`config.mk`:
```
export PLATFORM = sky130hd
export DESIGN_NAME = vga_bus_fifo
export DESIGN_NICKNAME = d
export VERILOG_FILES = /design/src/rtl/vga_bus_fifo.sv
export SDC_FILE = /design/constraint.sdc
export NUM_CORES = 1
export LEC_CHECK = 0
export BUFFER_PORTS_ARGS = -buffer_cell sky130_fd_sc_hd__buf_4
export CAP_MARGIN = 20
export CORE_ASPECT_RATIO = 0.9
export CORE_MARGIN = 1.5
export CORE_UTILIZATION = 50
export CTS_CLUSTER_DIAMETER = 150
export DETAILED_ROUTE_END_ITERATION = 10
export PLACE_DENSITY = 0.67
export SYNTH_ARGS = -nofsm -noshare
export SYNTH_HDL_FRONTEND = slang
export SYNTH_SLANG_ARGS = --single-unit
```
`constraint.sdc`:
```
create_clock -name CLK_FAST -period 3.5 [get_ports CLK_FAST]
set_input_delay 0.35 -clock CLK_FAST [delete_from_list [all_inputs] [get_ports CLK_FAST]]
set_output_delay 0.35 -clock CLK_FAST [all_outputs]
set_load 0.03 [all_outputs]
```
`src/rtl/vga_bus_fifo.sv`:
```
// 6502 bus write capture for the VGA controller: synchronises the async bus,
// detects phi2 falling edges on selected writes, and queues {reg,data} in a FWFT FIFO.
module vga_bus_fifo #(
  parameter int ADDR_W      = 4,
  parameter int SYNC_STAGES = 2
) (
  input  logic              CLK_FAST,
  input  logic              RESET,
  input  logic              CLK_CPU,
  input  logic              EN,
  input  logic              RW,
  input  logic [2:0]        REG,
  input  logic [7:0]        DATA,
  output logic              cmd_valid,
  input  logic              cmd_ready,
  output logic [2:0]        cmd_reg,
  output logic [7:0]        cmd_data,
  output logic [ADDR_W:0]   fifo_count,
  output logic              fifo_full,
  output logic              overflow,
  output logic [7:0]        drop_cnt,
  input  logic              ovf_clr
);

  localparam int DEPTH = 1 << ADDR_W;
  localparam logic [ADDR_W:0] FULL_CNT = (ADDR_W + 1)'(DEPTH);

  logic [SYNC_STAGES-1:0] cpu_s, en_s, rw_s;
  logic [2:0]             reg_s  [SYNC_STAGES];
  logic [7:0]             data_s [SYNC_STAGES];

  logic       cpu_h, en_h, rw_h;
  logic [2:0] reg_h;
  logic [7:0] data_h;

  logic [ADDR_W:0] wptr, rptr;
  logic [10:0]     mem [DEPTH];
  logic [10:0]     head;
  logic            detect, push, pop, drop;
  logic            ovf_q;
  logic [7:0]      drop_q;

  // Synchroniser chains followed by the hold stage; reset loads bus-idle values.
  always_ff @(posedge CLK_FAST) begin
    if (!RESET) begin
      cpu_s  <= '0;
      en_s   <= '1;
      rw_s   <= '1;
      for (int unsigned i = 0; i < SYNC_STAGES; i++) begin
        reg_s[i]  <= '0;
        data_s[i] <= '0;
      end
      cpu_h  <= 1'b0;
      en_h   <= 1'b1;
      rw_h   <= 1'b1;
      reg_h  <= '0;
      data_h <= '0;
    end else begin
      cpu_s     <= {cpu_s[SYNC_STAGES-2:0], CLK_CPU};
      en_s      <= {en_s[SYNC_STAGES-2:0], EN};
      rw_s      <= {rw_s[SYNC_STAGES-2:0], RW};
      reg_s[0]  <= REG;
      data_s[0] <= DATA;
      for (int unsigned i = 1; i < SYNC_STAGES; i++) begin
        reg_s[i]  <= reg_s[i-1];
        data_s[i] <= data_s[i-1];
      end
      cpu_h  <= cpu_s[SYNC_STAGES-1];
      en_h   <= en_s[SYNC_STAGES-1];
      rw_h   <= rw_s[SYNC_STAGES-1];
      reg_h  <= reg_s[SYNC_STAGES-1];
      data_h <= data_s[SYNC_STAGES-1];
    end
  end

  assign fifo_count = wptr - rptr;
  assign fifo_full  = (fifo_count == FULL_CNT);
  assign cmd_valid  = (fifo_count != '0);

  // Hold stage still reflects phi2-high values in the cycle the falling edge is seen.
  assign detect = cpu_h & ~cpu_s[SYNC_STAGES-1] & ~en_h & ~rw_h;
  assign pop    = cmd_valid & cmd_ready;
  assign push   = detect & (~fifo_full | pop);
  assign drop   = detect & fifo_full & ~pop;

  always_ff @(posedge CLK_FAST) begin
    if (!RESET) begin
      wptr   <= '0;
      rptr   <= '0;
      ovf_q  <= 1'b0;
      drop_q <= '0;
    end else begin
      if (push) wptr <= wptr + 1'b1;
      if (pop)  rptr <= rptr + 1'b1;
      if (drop) begin
        ovf_q <= 1'b1;
        if (ovf_clr)
          drop_q <= 8'd1;
        else if (drop_q != '1)
          drop_q <= drop_q + 8'd1;
      end else if (ovf_clr) begin
        ovf_q  <= 1'b0;
        drop_q <= '0;
      end
    end
  end

  always_ff @(posedge CLK_FAST) begin
    if (push) mem[wptr[ADDR_W-1:0]] <= {reg_h, data_h};
  end

  assign head     = mem[rptr[ADDR_W-1:0]];
  assign cmd_reg  = cmd_valid ? head[10:8] : '0;
  assign cmd_data = cmd_valid ? head[7:0]  : '0;
  assign overflow = ovf_q;
  assign drop_cnt = drop_q;

endmodule

```
==> impl_metrics.ini, run 1 <==
[outcome]
run_status = complete, no violations

[clock_network]
clk_path_buf_depth = 3
cts_num_sinks = 241
cts_root_buffer = clkbuf_16
numCtsBuffers = 24
clock_latency_ps = 510
cts_tree = built
clock_pin_slew_reported_for_the_worst_setup_and_hold_paths_after_clock_tree_synthesis_ps = 60
ctsHtreeMaxLevel = 1

[synthesis]
count_of_flip_flops_with_a_built_in_enable_after_synthesis = 176
yosysTopAreaCellShare_pct = 57.3
ys_dominant_reg_cell = edfxtp_1
synth_async_sr_flop_share_pct = 0
synth_cell_type_count = 41
synth.avg_cell_area_sq_um = 17.7
synth_largest_area_cell = edfxtp_1
synth_nets = 549
mappedNetlistArea_sq_um = 9220
synth.ff_latch_count = 241
synthesis.instances = 520
sequential_share_of_the_synthesized_area_pct = 71.4
synth.top_cells.by_area = edfxtp_1 57%, dfxtp_1 14%, mux4_2 13%
synth-warning-count = 0

[sta]
finalHoldViolCount = 0
fmax_mhz = 298
setup_repair_after_global_routing_missed_its_margin = false
slew_headroom_pct = 43.7
finalMaxSlewViolations = 0
transition_time_at_the_pin_with_the_least_slew_margin_ps = 844
final_period_minus_worst_setup_slack_ps = 3350
fin_worst_skew_ps = 9.25
final_worst_path_period_share_pct = 95.7
setup_violations = 0

[worst_hold_path]
hold_path_end = rw_s[0]
hold_path_class = input port to register
min_path_cells = 2
startpoint_of_the_lowest_slack_hold_path = RW

[worst_setup_path]
worst_path_max_delay_cell = fa_1
reg2regPathDepth = 9
critical_path.n_buffers_inverters = 4
cp_top_family = adder cells
critPathMaxFanout = 22
critical-path-max-stage-delay_ps = 450
worst_path_most_repeated_cell = inv_1
path_cells = inv_1 -> ha_1 -> inv_1 -> fa_1 -> nand3b_1 -> a211o_1 -> a2bb2oi_2 -> buf_8 -> nor2b_1 -> buf_4
rr_endpoint = mem[12][2]
worstReg2RegStart = wptr[0]
critical_path_arrival_ps = 3000
cp-end-kind = output pin
critPathRequiredTime_ps = 3150
critical_path.startpoint_type = register
critPathKind = register to output pin
ff2ff_setup_slack_ps = 150

[global_route]
number_of_global_route_vias_before_repair = 4754
grt_antenna_before_repair = 1
grtUsageTotal_pct = 20.1
grt.overflow.total = 0
grt_pass1_wl_um = 28800
grt_start_max_net_pins = 47

[layout]
final_net_count = 603
final_layout_size_suffix_gt1_share_pct = 26.4
areaGrowthSynthToFinish_pct = 15.8
postLayoutCoreUtil_pct = 59.9

[detailed_routing]
drt_iter0_drc = 432
dr_total_vias = 4886
wl_per_cell_um = 22.8
via_per_inst = 5.87
detail_route_antenna_nets = 0
drcViolationCount = 0
detail_route.first_pass.iterations = 5
drt-total-wl_um = 19000

[floorplanning]
rows = 46
num_io_pins = 45
die_area_sq_um = 19300
initial_core_util_pct = 51.7
die_height_um = 132
placeableCoreArea_sq_um = 17800
die_w_um = 146

[place]
dp.final_hpwl_um = 12200
globalplace.congestion = 0.832
port_buffers = 44

[job]
drv.max_cap_violation_count = 0

[power]
cellPowerDensity_nw_per_um2 = 716
power.leakage_nw = 3.59
power.ir.vdd_worst_mv = 0.495
post-layout-total-power_mw = 7.65
## registers in the layout (all words and copies together) (netlist names), named ones only
signal,flops
cpu_h,1
cpu_s,2
data_h,8
data_s,16
drop_cnt,8
en_h,1
en_s,2
mem,176
overflow,1
reg_h,3
reg_s,6
rptr,5
rw_h,1
rw_s,2
wptr,5
## layer usage
layer	global-route usage, %	up-vias	wire (um)
li1	-	2145	-
met1	30.3	2477	8500
met2	29.5	237	8440
met3	4.39	27	1640
met4	6.29	0	416
met5	0	-	0
## power breakdown
part           leakage, nW  switching (mW)  total (mW)  internal, mW
combinational         1.05            1.04        1.89         0.841
sequential            2.13          0.0720        3.15          3.08
clock                0.403            1.01        2.61          1.60
total                 3.59            2.13        7.65          5.52
## synthesized netlist by cell type, drive strengths merged (2+ instances only)
master / n
a2111oi: 2
a21oi: 21
a31o: 2
and2: 38
and3: 19
and4: 2
buf: 5
clkbuf: 19
dfxtp: 65
edfxtp: 176
ha: 10
inv: 15
mux4: 55
nand2: 8
nand2b: 7
nand3: 9
nand3b: 3
nand4: 3
nor2: 7
nor2b: 13
nor3: 3
o211ai: 2
o21ai: 6
o31ai: 6
or3: 2
or4: 6
xor2: 3
## metrics by stage
stage | hold slack (ps) | TNS [ps] | area (sq um) | setup WS (ps) | instances
finish | 24.9 | 0 | 10700 | 150 | 832
global route | 11.6 | 0 | 10700 | 8.30 | 831
CTS | 9.25 | 0 | 10700 | 88.5 | 831
detailed placement | 397 | -385 | 9850 | -35.6 | 788
global placement | 398 | 0 | 9850 | 95.2 | 788
floorplan | 386 | 0 | 9220 | 35.4 | 520
## final cells by class
type	instances	area, sq um
fillers	1336	7160
flip-flops and latches	241	6590
multi-input cells	240	2490
clock buffers	33	691
repair buffers	52	423
well taps	240	300
clock inverters	10	125
inverters	15	56.3
diodes	1	2.50
## how the worst max path moves through the flow
stage / start / endpoint / slack (ps) / cells after the start
floorplan: wptr[0] / mem[15][0] / 40 / 9
global placement: wptr[0] / mem[12][2] / 100 / 9
detailed placement: wptr[0] / mem[12][2] / -40 / 9
CTS: wptr[0] / cmd_reg[2] / 90 / 10
global route: wptr[0] / mem[12][7] / 8 / 9
finish: wptr[0] / cmd_reg[2] / 150 / 10
## placed cells by master, fill, tap and decap left out, types with 4 or more instances in the layout
| cell type | Yosys | routed |
|---|---|---|
| a21oi_1 | 21 | 21 |
| and2_1 | 38 | 38 |
| and3_1 | 19 | 18 |
| buf_4 | 0 | 49 |
| clkbuf_16 | 0 | 25 |
| clkinv_2 | 0 | 4 |
| dfxtp_1 | 65 | 63 |
| edfxtp_1 | 176 | 176 |
| ha_1 | 10 | 10 |
| inv_1 | 15 | 15 |
| mux4_2 | 55 | 55 |
| nand2_1 | 8 | 8 |
| nand2b_1 | 7 | 7 |
| nand3_1 | 9 | 9 |
| nor2_1 | 7 | 6 |
| nor2b_1 | 13 | 13 |
| o21ai_0 | 6 | 6 |
| o31ai_1 | 6 | 6 |
| or4_1 | 6 | 6 |
## cells by family after synthesis
logic type | Yosys count | synth area share, %
compound gates | 45 | 3.22
simple gates | 125 | 8.31
flops | 241 | 71.4
fa+ha+maj | 11 | 1.57
mux | 56 | 13.5
buf+inv | 39 | 1.64
xor+xnor | 3 | 0.285
## timing repair
item | 4_1_cts | 5_1_grt
buffers inserted | 0 | 0
resized for setup | 1 | 3
setup endpoints to repair | 82 | 19
hold buffers | 0 | 0
Power figures use the tool's default switching activity.
==> run 2: changes to the inputs <==
--- a/config.mk
+++ b/config.mk
@@ -13,6 +13,8 @@
 export CTS_CLUSTER_DIAMETER = 150
 export DETAILED_ROUTE_END_ITERATION = 10
 export PLACE_DENSITY = 0.67
+export RECOVER_POWER = 25
+export SLEW_MARGIN = 20
 export SYNTH_ARGS = -nofsm -noshare
 export SYNTH_HDL_FRONTEND = slang
 export SYNTH_SLANG_ARGS = --single-unit
==> impl_metrics.ini, run 2 (synthesized netlist as in run 1, its figures left out) <==
[place]
globalplace.congestion = 0.832
dp.final_hpwl_um = 12200
placed_cell_count = 788
port_buffers = 44

[floorplanning]
num_io_pins = 45
die_w_um = 146
die_height_um = 132
die_area_sq_um = 19300
rows = 46
initial_core_util_pct = 51.7
placeableCoreArea_sq_um = 17800

[global_route]
grt_pass1_wl_um = 28800
grtUsageTotal_pct = 20.1
grt_antenna_before_repair = 1
grt_start_max_net_pins = 47
number_of_global_route_vias_before_repair = 4754
grt.overflow.total = 0

[sta]
whs_ps = 24.6
fin_worst_skew_ps = 9.51
fmax_mhz = 299
setup_violations = 0
setup_repair_after_global_routing_missed_its_margin = false
slew_headroom_pct = 10.8
finalMaxSlewViolations = 0
final_period_minus_worst_setup_slack_ps = 3340
final_worst_path_period_share_pct = 95.5
transition_time_at_the_pin_with_the_least_slew_margin_ps = 1340
finalHoldViolCount = 0

[layout]
final_common_cell = edfxtp_1
final_cells = 833
multi_input_area_sq_um = 2490
ff_latch_area_sq_um = 6590
final_net_count = 603
n_fill_cell = 1336
final_layout_size_suffix_gt1_share_pct = 26.2
largest_register_ffs = 176
most_used_cells_in_the_layout_excluding_fill_and_tap_cells = 176 x edfxtp_1, 63 x dfxtp_1, 55 x mux4_2
areaGrowthSynthToFinish_pct = 15.8

[clock_network]
numCtsBuffers = 24
clock_pin_slew_reported_for_the_worst_setup_and_hold_paths_after_clock_tree_synthesis_ps = 60
cts_num_sinks = 241
ctsHtreeMaxLevel = 1
postCtsHoldBufs = 0
cts_post_setup_buffers_inserted = 0
cts_root_buffer = clkbuf_16
cts_tree = built
clock_latency_ps = 510
clk_path_buf_depth = 3

[worst_setup_path]
timing.critical_path.to = cmd_data[3]
critPathRequiredTime_ps = 3150
worst_path_most_repeated_cell = inv_1
critical_path_arrival_ps = 2990
rr_endpoint = mem[12][2]
ff2ff_setup_slack_ps = 160
crit_start = wptr[0]
cp_top_family = adder cells
critical_path.startpoint_type = register
critical_path.n_buffers_inverters = 4
path_depth = 10
reg2regPathDepth = 9
critPathKind = register to output pin
path_cells = inv_1 -> ha_1 -> inv_1 -> fa_1 -> nand3b_1 -> a211o_1 -> a2bb2oi_2 -> buf_8 -> nor2b_1 -> buf_4
worst_path_max_delay_cell = fa_1
critical-path-max-stage-delay_ps = 450
critPathMaxFanout = 22
worstReg2RegStart = wptr[0]
cp-end-kind = output pin

[detailed_routing]
dr_total_vias = 4899
detail_route_antenna_nets = 0
wl_per_cell_um = 22.7
detail_route.first_pass.iterations = 5
drt-total-wl_um = 18900
drcViolationCount = 0
drt_iter0_drc = 444
via_per_inst = 5.88

[outcome]
run_status = complete, no violations

[power]
cellPowerDensity_nw_per_um2 = 717
power.leakage_nw = 3.57
power.ir.vdd_worst_mv = 0.494

[worst_hold_path]
hold_path_class = input port to register

[job]
drv.max_cap_violation_count = 0
[run 2: cell types whose count changed in the layout (fill, tap and decap cells not counted)]
cell / before / now
diode_2: 1 / 2
clkbuf_1: 3 / 4
and2_0: 0 / 18
buf_4: 49 / 48
and2_1: 38 / 20
[run 2: report_power, final]
part / leakage [nW] / total, mW / switching [mW] / internal, mW
registers: 2.13 / 3.15 / 0.0715 / 3.08
logic: 1.03 / 1.89 / 1.05 / 0.840
clock network: 0.403 / 2.61 / 1.02 / 1.60
[run 2: cell type report]
type                    instances  share of cell area, %
diodes                          2                 0.0469
clock buffers                  33                   6.47
clock inverters                10                   1.17
inverters                      15                  0.527
multi-input cells             240                   23.3
flip-flops and latches        241                   61.7
well taps                     240                   2.81
repair buffers                 52                   3.93
[run 2: metrics by stage]
step / utilization, % / setup WS [ps] / setup TNS [ps] / area (sq um) / power [mW]
2_1_floorplan: - / 35.4 / 0 / 9220 / 4.45
3_3_place_gp: 55.2 / 95.2 / 0 / 9850 / 5.07
3_5_place_dp: 55.2 / -35.6 / -385 / 9850 / 5.10
4_1_cts: 59.8 / 88.5 / 0 / 10700 / 7.69
5_1_grt: 59.8 / 8.30 / 0 / 10700 / 7.94
6_report: 59.8 / 158 / 0 / 10700 / 7.65
[run 2: how the worst min path moves through the flow]
stage / depth (start not counted) / endpoint / startpoint
4_1_cts: 2 / rw_s[0] / RW
6_report: 2 / rw_s[0] / RW
5_1_grt: 2 / en_s[0] / EN
3_5_place_dp: 1 / en_s[1] / en_s[0]
3_3_place_gp: 1 / en_h / en_s[1]
2_1_floorplan: 1 / en_h / en_s[1]
[run 2: per-layer routing]
layer  global-route usage, %  vias up  routed length, um
met1                    30.3     2470               8240
met4                    6.29        0                417
met3                    4.39       27               1790
met5                       0        -                  0
met2                    29.5      256               8470
li1                        -     2146                  -
[run 2: timing repair]
action | 4_1_cts | 5_1_grt
pin swaps | 0 | 0
setup endpoints to repair | 82 | 19
hold endpoints to repair | 0 | 0
resized for setup | 1 | 3
